**config.mk**
```make
export PLATFORM = sky130hd
export DESIGN_NAME = pc_sequencer
export DESIGN_NICKNAME = d
export VERILOG_FILES = /design/src/rtl/pc_seq_pkg.sv /design/src/rtl/pc_target_pend.sv /design/src/rtl/pc_sequencer.sv
export SDC_FILE = /design/constraint.sdc
export NUM_CORES = 1
export LEC_CHECK = 0
export BUFFER_PORTS_ARGS = -buffer_cell sky130_fd_sc_hd__clkbuf_2
export CORE_ASPECT_RATIO = 1.1
export CORE_MARGIN = 1.5
export CORE_UTILIZATION = 50
export CTS_CLUSTER_SIZE = 10
export DETAILED_ROUTE_END_ITERATION = 16
export PLACE_DENSITY_LB_ADDON = 0.15
export RECOVER_POWER = 50
export SETUP_SLACK_MARGIN = 0.2
export SLEW_MARGIN = 20
export SYNTH_ARGS = -nofsm -noshare
export SYNTH_HDL_FRONTEND = slang
export SYNTH_SLANG_ARGS = --single-unit
```
**constraint.sdc**
```tcl
create_clock -name clk -period 3.7 [get_ports clk]
set_input_delay 0.185 -clock clk [delete_from_list [all_inputs] [get_ports clk]]
set_output_delay 0.185 -clock clk [all_outputs]
set_load 0.01 [all_outputs]
```
**src/rtl/pc_seq_pkg.sv**
```systemverilog
// Shared types and defaults for the next-PC / fetch-flow controller.
package pc_seq_pkg;

  typedef enum logic [1:0] {
    BOOT       = 2'd0,
    FETCH      = 2'd1,
    WAIT_REDIR = 2'd2
  } pc_state_t;

  localparam logic [31:0] DEF_RESET_VECTOR = 32'h0000_3000;
  localparam logic [31:0] DEF_PC_STEP      = 32'd4;

  function automatic logic [31:0] align_target(input logic [31:0] addr);
    return {addr[31:2], 2'b00};
  endfunction

endpackage

```
**src/rtl/pc_target_pend.sv**
```systemverilog
// Holds a redirect target deferred behind an outstanding fetch, and the sticky
// flag recording that some redirect target was not word aligned.
module pc_target_pend
  import pc_seq_pkg::*;
(
  input  logic        clk,
  input  logic        reset,
  input  logic        i_load,
  input  logic        i_chk,
  input  logic [31:0] i_target,
  output logic [31:0] o_pend_target,
  output logic        o_misalign_err
);

  logic [31:0] r_pend_target;
  logic        r_misalign_err;

  always_ff @(posedge clk) begin
    if (reset) begin
      r_pend_target  <= 32'h0;
      r_misalign_err <= 1'b0;
    end else begin
      if (i_load) begin
        r_pend_target <= align_target(i_target);
      end
      if (i_chk && (i_target[1:0] != 2'b00)) begin
        r_misalign_err <= 1'b1;
      end
    end
  end

  assign o_pend_target  = r_pend_target;
  assign o_misalign_err = r_misalign_err;

endmodule

```
**src/rtl/pc_sequencer.sv**
```systemverilog
// Next-PC selection and IF/ID, ID/EX stall/flush control; redirects that arrive
// during an outstanding fetch are parked and applied when memory returns.
module pc_sequencer
  import pc_seq_pkg::*;
#(
  parameter logic [31:0] RESET_VECTOR = DEF_RESET_VECTOR,
  parameter logic [31:0] PC_STEP      = DEF_PC_STEP
) (
  input  logic        clk,
  input  logic        reset,
  input  logic [31:0] pc_cur,
  input  logic        hazard,
  input  logic        branch_taken,
  input  logic [31:0] branch_target,
  input  logic        jump,
  input  logic [31:0] jump_target,
  input  logic        imem_ready,
  output logic [31:0] pc_next,
  output logic        pc_en,
  output logic        imem_req,
  output logic        ifid_en,
  output logic        ifid_flush,
  output logic        idex_flush,
  output logic        misalign_err
);

  pc_state_t   r_state;
  pc_state_t   w_state_nxt;
  logic [31:0] w_redir_raw;
  logic [31:0] w_target;
  logic [31:0] w_pend_target;
  logic        w_in_fetch;
  logic        w_in_wait;
  logic        w_pend_load;
  logic        w_target_chk;

  assign w_in_fetch  = (r_state == FETCH);
  assign w_in_wait   = (r_state == WAIT_REDIR);
  assign w_redir_raw = branch_taken ? branch_target : jump_target;
  assign w_target    = align_target(w_redir_raw);

  // Jumps are ignored while waiting, so only a branch can touch the parked target there.
  assign w_pend_load  = !reset && ((w_in_fetch && !imem_ready && (branch_taken || jump)) ||
                                   (w_in_wait && branch_taken));
  assign w_target_chk = !reset && ((w_in_fetch && (branch_taken || jump)) ||
                                   (w_in_wait && branch_taken));

  pc_target_pend u_pend (
    .clk            (clk),
    .reset          (reset),
    .i_load         (w_pend_load),
    .i_chk          (w_target_chk),
    .i_target       (w_redir_raw),
    .o_pend_target  (w_pend_target),
    .o_misalign_err (misalign_err)
  );

  always_ff @(posedge clk) begin
    if (reset) begin
      r_state <= BOOT;
    end else begin
      r_state <= w_state_nxt;
    end
  end

  always_comb begin
    w_state_nxt = r_state;
    case (r_state)
      BOOT:       w_state_nxt = FETCH;
      FETCH:      if (!imem_ready && (branch_taken || jump)) w_state_nxt = WAIT_REDIR;
      WAIT_REDIR: if (imem_ready) w_state_nxt = FETCH;
      default:    w_state_nxt = BOOT;
    endcase
  end

  always_comb begin
    pc_next    = pc_cur + PC_STEP;
    pc_en      = 1'b0;
    imem_req   = 1'b0;
    ifid_en    = 1'b0;
    ifid_flush = 1'b0;
    idex_flush = 1'b0;
    if (reset || (r_state == BOOT)) begin
      pc_next    = RESET_VECTOR;
      pc_en      = 1'b1;
      ifid_flush = 1'b1;
      idex_flush = 1'b1;
    end else if (w_in_fetch) begin
      imem_req = 1'b1;
      ifid_en  = 1'b1;
      if (branch_taken) begin
        pc_next    = w_target;
        pc_en      = imem_ready;
        ifid_flush = 1'b1;
        idex_flush = 1'b1;
      end else if (jump) begin
        pc_next    = w_target;
        pc_en      = imem_ready;
        ifid_flush = 1'b1;
      end else if (hazard) begin
        ifid_en    = 1'b0;
        idex_flush = 1'b1;
      end else if (imem_ready) begin
        pc_en = 1'b1;
      end else begin
        ifid_flush = 1'b1;
      end
    end else if (w_in_wait) begin
      imem_req   = 1'b1;
      ifid_flush = 1'b1;
      pc_en      = imem_ready;
      // A branch resolving in the completion cycle is newer than the parked target.
      pc_next    = branch_taken ? w_target : w_pend_target;
    end else begin
      pc_next    = RESET_VECTOR;
      pc_en      = 1'b1;
      ifid_flush = 1'b1;
      idex_flush = 1'b1;
    end
  end

endmodule

```
== Word level (Yosys, flattened, before mapping) ==
Index checks and enable logic that the tools add are counted.

* Mux-type cells: 37
* Add/sub/neg operators: 1
* Equality and inequality tests: 4
* Reduce and logical (&&, ||, !) cells: 17

{| class="wikitable"
|+ Operator list
! kind !! number
|-
| $mux W32 || 7
|-
| $add A32 B3 Y32 const B || 1
|-
| $mux W1 || 27
|-
| $logic_and A1 B1 Y1 || 8
|-
| $pmux W2 S3 || 1
|-
| $logic_or A1 B1 Y1 || 4
|-
| $mux W2 || 2
|-
| $eq A2 B1 Y1 const B || 1
|-
| $eq A2 B2 Y1 const B || 1
|-
| $logic_not A1 Y1 || 2
|-
| $logic_not A2 Y1 || 1
|-
| $ne A2 B1 Y1 const B || 1
|-
| $ne A2 B2 Y1 const B || 1
|-
| $reduce_and A2 Y1 || 1
|-
| $reduce_bool A2 Y1 || 1
|}

* Bits of input ports: 102
* Output and inout port bits: 38
* Word-level logic and storage cells: 62
* Flip-flop bits (word level): 33

== Longest topological paths before layout ==
* Word-level depth: 6
* Depth in mapped cells: 9
* Mapped depth without buffers: 6

== Modules after synthesis ==
A second synthesis with hierarchy kept.

* Cells, all modules: 445
* Area total of the unflattened synthesis: 3313.2 µm²

{| class="wikitable"
|+ Modules (own cells, without submodules)
! module !! times used !! sequential area each (µm²) !! cells each !! area each (µm²)
|-
| pc_sequencer || 1 || 40.0 || 341 || 2164.6
|-
| pc_target_pend || 1 || 620.6 || 104 || 1148.6
|}

== Worst setup path after synthesis ==
No wires, ideal clock.

* Kind: reg2out
* Start: register r_state[0]
* End: output port pc_next[20]
* Data arrival time: 1.739 ns
* Cell stages (with the launch flop): 10
* Required time: 3.515 ns
* Slack: 1.776 ns
* Cell sequence: dfxtp_1 > inv_1 > ha_1 > buf_2 > nor2b_1 > buf_2 > buf_2 > a221oi_1 > nor3_1 > a211o_1

* Word-level cells in the longest chain between the ends: 4
* Elaborated cells between the ends (all ways): 7

{| class="wikitable"
|+ Ends and longest elaborated chain
! item !! line !! source
|-
| start, declared || pc_sequencer.sv:27 || <nowiki>pc_state_t r_state;</nowiki>
|-
| start signal, assigned || pc_sequencer.sv:62 || <nowiki>r_state <= w_state_nxt;</nowiki>
|-
| $eq A2 B2 Y1 || pc_sequencer.sv:38 || <nowiki>assign w_in_wait = (r_state == WAIT_REDIR);</nowiki>
|-
| $mux W32 || pc_sequencer.sv:108 || <nowiki>end else if (w_in_wait) begin</nowiki>
|-
| $mux W32 || pc_sequencer.sv:88 || <nowiki>end else if (w_in_fetch) begin</nowiki>
|-
| $mux W32 (*) || pc_sequencer.sv:83 || <nowiki>if (reset || (r_state == BOOT)) begin</nowiki>
|-
| end, declared || pc_sequencer.sv:18 || <nowiki>output logic [31:0] pc_next,</nowiki>
|}

Every way passes the cells marked *; elsewhere a longest branch is shown, timed or not.

== Final worst setup path ==
* Start: register r_state[1]
* End: output port pc_next[25]

The elaborated chain is that of the path after synthesis.

==> results.json <==
{
  "outcome": "complete, no violations",
  "total_leakage_power_uw": 0.001726,
  "fillCellCount": 593,
  "cts_resized": 0,
  "post_route_setup_slack_ns": 0.5261,
  "top_signal_layer_used": "met4",
  "post_synth_inst_count": 462,
  "postSynthAreaPerCell_um2": 7.196,
  "global_route.overflow_total": 0,
  "core_area_um2": 6306,
  "final-seq-area_um2": 660.6,
  "clock_latency_at_the_later_pin_of_the_worst_skew_pair_ns": 0.29,
  "layout_commonest_cell": "sky130_fd_sc_hd__clkbuf_2",
  "initial_utilization": 0.5272,
  "fin_skew_ns": 0.005275,
  "synth_ff_type": "sky130_fd_sc_hd__dfxtp_1",
  "die-height_um": 88.52,
  "holdBufCountCts": 0,
  "num_io_pins": 140,
  "pin_count_of_the_biggest_net_entering_global_routing": 35,
  "fin_crit_ns": 3.174,
  "vdd.ir_drop.worst_mv": 0.1996,
  "postSynthRegisterBits": 33,
  "postCtsSetupRepairBufs": 0,
  "timing.critical_path.arrival_ns": 2.99,
  "synthesis.yosys.warnings": 0,
  "critPathMaxFanout": 23,
  "synthArstFlopShare": 0,
  "timing_worst_setup_path_type": "reg -> out",
  "synthToLayoutAreaGrowth_pct": 22.81,
  "met3WireLength_mm": 1.374,
  "detail_route.first_pass.iterations": 6,
  "clkSinkCount": 33,
  "via_count_of_the_first_global_routing_pass": 3793,
  "multi_input_combinational_cell_area_um2": 2447,
  "setup-tns-final_ns": 0,
  "antenna_found_initial": 0,
  "drive_gt1_frac": 0.2803,
  "place.detailed.hpwl_mm": 9.106,
  "timing.final.setup_violations": 0,
  "synthesis.nets": 568,
  "met2_wirelength_mm": 5.446,
  "postRouteAntennaNets": 0,
  "critical_path_start_type": "flop",
  "timing.slew.headroom": 0.1858,
  "finalNetCount": 683,
  "drt_drc_violations_left": 0,
  "hold_fails_final_rpt": 0,
  "cts_root_buffer": "sky130_fd_sc_hd__clkbuf_8",
  "cts_tree": "done",
  "achievable-frequency_mhz": 315.1,
  "utilization": 0.6474,
  "route.detailed.wl_per_inst_um": 18.22,
  "finalMaxSlewViolations": 0,
  "die_area_um2": 7148,
  "numCtsBuffers": 5,
  "commonest_non_fill_non_tap_cells_in_the_layout": "sky130_fd_sc_hd__clkbuf_2 (135), sky130_fd_sc_hd__nand2_1 (52), sky130_fd_sc_hd__nor2_1 (44)",
  "pwrdens_nw_per_um2": 290.4,
  "syn_area_um2": 3324,
  "grt_setup_unrepaired": "no",
  "clock_transition_time_at_the_flip_flop_clock_pins_of_the_worst_setup_and_hold_paths_ns": 0.07,
  "io_buffer_count": 139,
  "antenna_cell_count": 0,
  "grt_pass1_wl_mm": 18.28,
  "row_count": 30,
  "wl_met1_mm": 4.972,
  "cp-end-kind": "output pin",
  "timing.max_cap.violations": 0,
  "worst_hold_path_type": "in -> reg",
  "vias": 4299,
  "dpl_worst_slack_ns": 0.9027,
  "gp_congestion": 0.9626,
  "max_slew.worst_pin.slew_ns": 1.221,
  "track_usage": 0.3313,
  "clk_path_buf_depth": 2,
  "first_iter_violations": 462,
  "number_of_synthesized_flops_with_an_enable_pin": 0,
  "drt_wl_total_mm": 11.99,
  "synth.yosys.seq_area_share": 0.1987,
  "dieWidth_um": 80.75,
  "synth_cell_type_count": 66,
  "cp_data_required_time_ns": 3.51,
  "drt-vias-per-instance": 6.533,
  "h-tree-depth": 2,
  "layout_worst_path_cycle_share": 0.8578
}
-- critical path, cell delays in order (launching register included) --
cell and delay, ns:
sky130_fd_sc_hd__dfxtp_1 0.32, sky130_fd_sc_hd__inv_1 0.09, sky130_fd_sc_hd__ha_1 0.63, sky130_fd_sc_hd__or3b_4 0.49, sky130_fd_sc_hd__nor2_2 0.60, sky130_fd_sc_hd__o311ai_0 0.27, sky130_fd_sc_hd__nand3_1 0.15, sky130_fd_sc_hd__clkbuf_2 0.14
-- metrics by stage --
step           cell area, um2  total power (uW)  instances  hold WS, ns
3_5_place_dp             4015             910.7        650       0.4705
4_1_cts                  4098              1176        658       0.1562
6_report                 4083              1186        658       0.1573
3_3_place_gp             4015             900.1        650       0.4602
2_1_floorplan            3324             730.6        462       0.3558
5_1_grt                  4083              1252        658       0.1720
-- synth_stat cells (3+ instances only) --
library cell,n,area (um2)
sky130_fd_sc_hd__a32oi_1,8,70.07
sky130_fd_sc_hd__buf_4,4,30.03
sky130_fd_sc_hd__nand2_1,52,195.2
sky130_fd_sc_hd__buf_2,15,75.07
sky130_fd_sc_hd__a311oi_1,16,140.1
sky130_fd_sc_hd__o2111ai_1,5,43.79
sky130_fd_sc_hd__and2_1,7,43.79
sky130_fd_sc_hd__a211oi_1,17,127.6
sky130_fd_sc_hd__xnor2_1,6,52.55
sky130_fd_sc_hd__xor2_1,3,26.28
sky130_fd_sc_hd__a22o_1,5,43.79
sky130_fd_sc_hd__o311a_1,3,30.03
sky130_fd_sc_hd__and3_1,7,43.79
sky130_fd_sc_hd__o21a_1,3,22.52
sky130_fd_sc_hd__inv_1,10,37.54
sky130_fd_sc_hd__and3b_1,3,26.28
sky130_fd_sc_hd__ha_1,4,50.05
sky130_fd_sc_hd__a31oi_1,9,56.30
sky130_fd_sc_hd__nand4_1,3,18.77
sky130_fd_sc_hd__nor2_1,43,161.4
sky130_fd_sc_hd__mux2i_1,16,160.2
sky130_fd_sc_hd__o21ai_0,23,115.1
sky130_fd_sc_hd__a22oi_1,5,37.54
sky130_fd_sc_hd__o22ai_1,14,87.58
sky130_fd_sc_hd__a211o_1,3,26.28
sky130_fd_sc_hd__o22a_1,3,26.28
sky130_fd_sc_hd__nand3_1,18,90.09
sky130_fd_sc_hd__a21oi_1,15,75.07
sky130_fd_sc_hd__or4_1,5,37.54
sky130_fd_sc_hd__dfxtp_1,33,660.6
sky130_fd_sc_hd__a221oi_1,7,61.31
sky130_fd_sc_hd__clkbuf_1,21,78.83
sky130_fd_sc_hd__or3_1,6,37.54
sky130_fd_sc_hd__nand2b_1,8,50.05
sky130_fd_sc_hd__a221o_1,3,30.03
sky130_fd_sc_hd__o211ai_1,4,30.03
sky130_fd_sc_hd__nor3_1,10,50.05
sky130_fd_sc_hd__nor4_1,6,37.54
-- logic make-up after synthesis --
group	count (synthesis)	share of synthesized area
buf+inv	51	0.06775
compound gates	157	0.3432
mux	17	0.05156
simple gates	191	0.3000
flops	33	0.1987
xor+xnor	9	0.02371
fa+ha+maj	4	0.01506
-- layout make-up --
type                    instances  share of cell area
multi-input cells             378              0.5994
repair buffers                148              0.1839
flip-flops and latches         33              0.1618
clock buffers                   6             0.01778
inverters                      11             0.01011
well taps                      80             0.02452
clock inverters                 2            0.002452
-- state kept, by name (all words and copies together), names as in the netlist --
name,flops
r_state,2
u_pend.o_misalign_err,1
u_pend.o_pend_target,30
-- power by group --
group / internal, uW / total [uW] / switching (uW)
Clock: 130 / 269 / 139
Combinational: 182 / 490 / 307
Sequential: 399 / 427 / 27.5
Total: 712 / 1190 / 474
-- worst paths after layout --
kind                         endpoint  slack (ns)  cells past startpoint             startpoint
min          u_pend.o_pend_target[10]        0.16                      3        jump_target[10]
max reg2reg   u_pend.o_pend_target[5]        0.73                      7             r_state[1]
min reg2reg     u_pend.o_misalign_err        0.49                      1  u_pend.o_misalign_err
max                       pc_next[25]        0.53                      7             r_state[1]
-- layer usage --
metal,vias to the layer above,global-route usage
met5,-,0
met4,0,0.09248
met3,20,0.08041
met2,255,0.5500
met1,1999,0.4283
li1,2025,-
(Power assumes the default switching activity.)
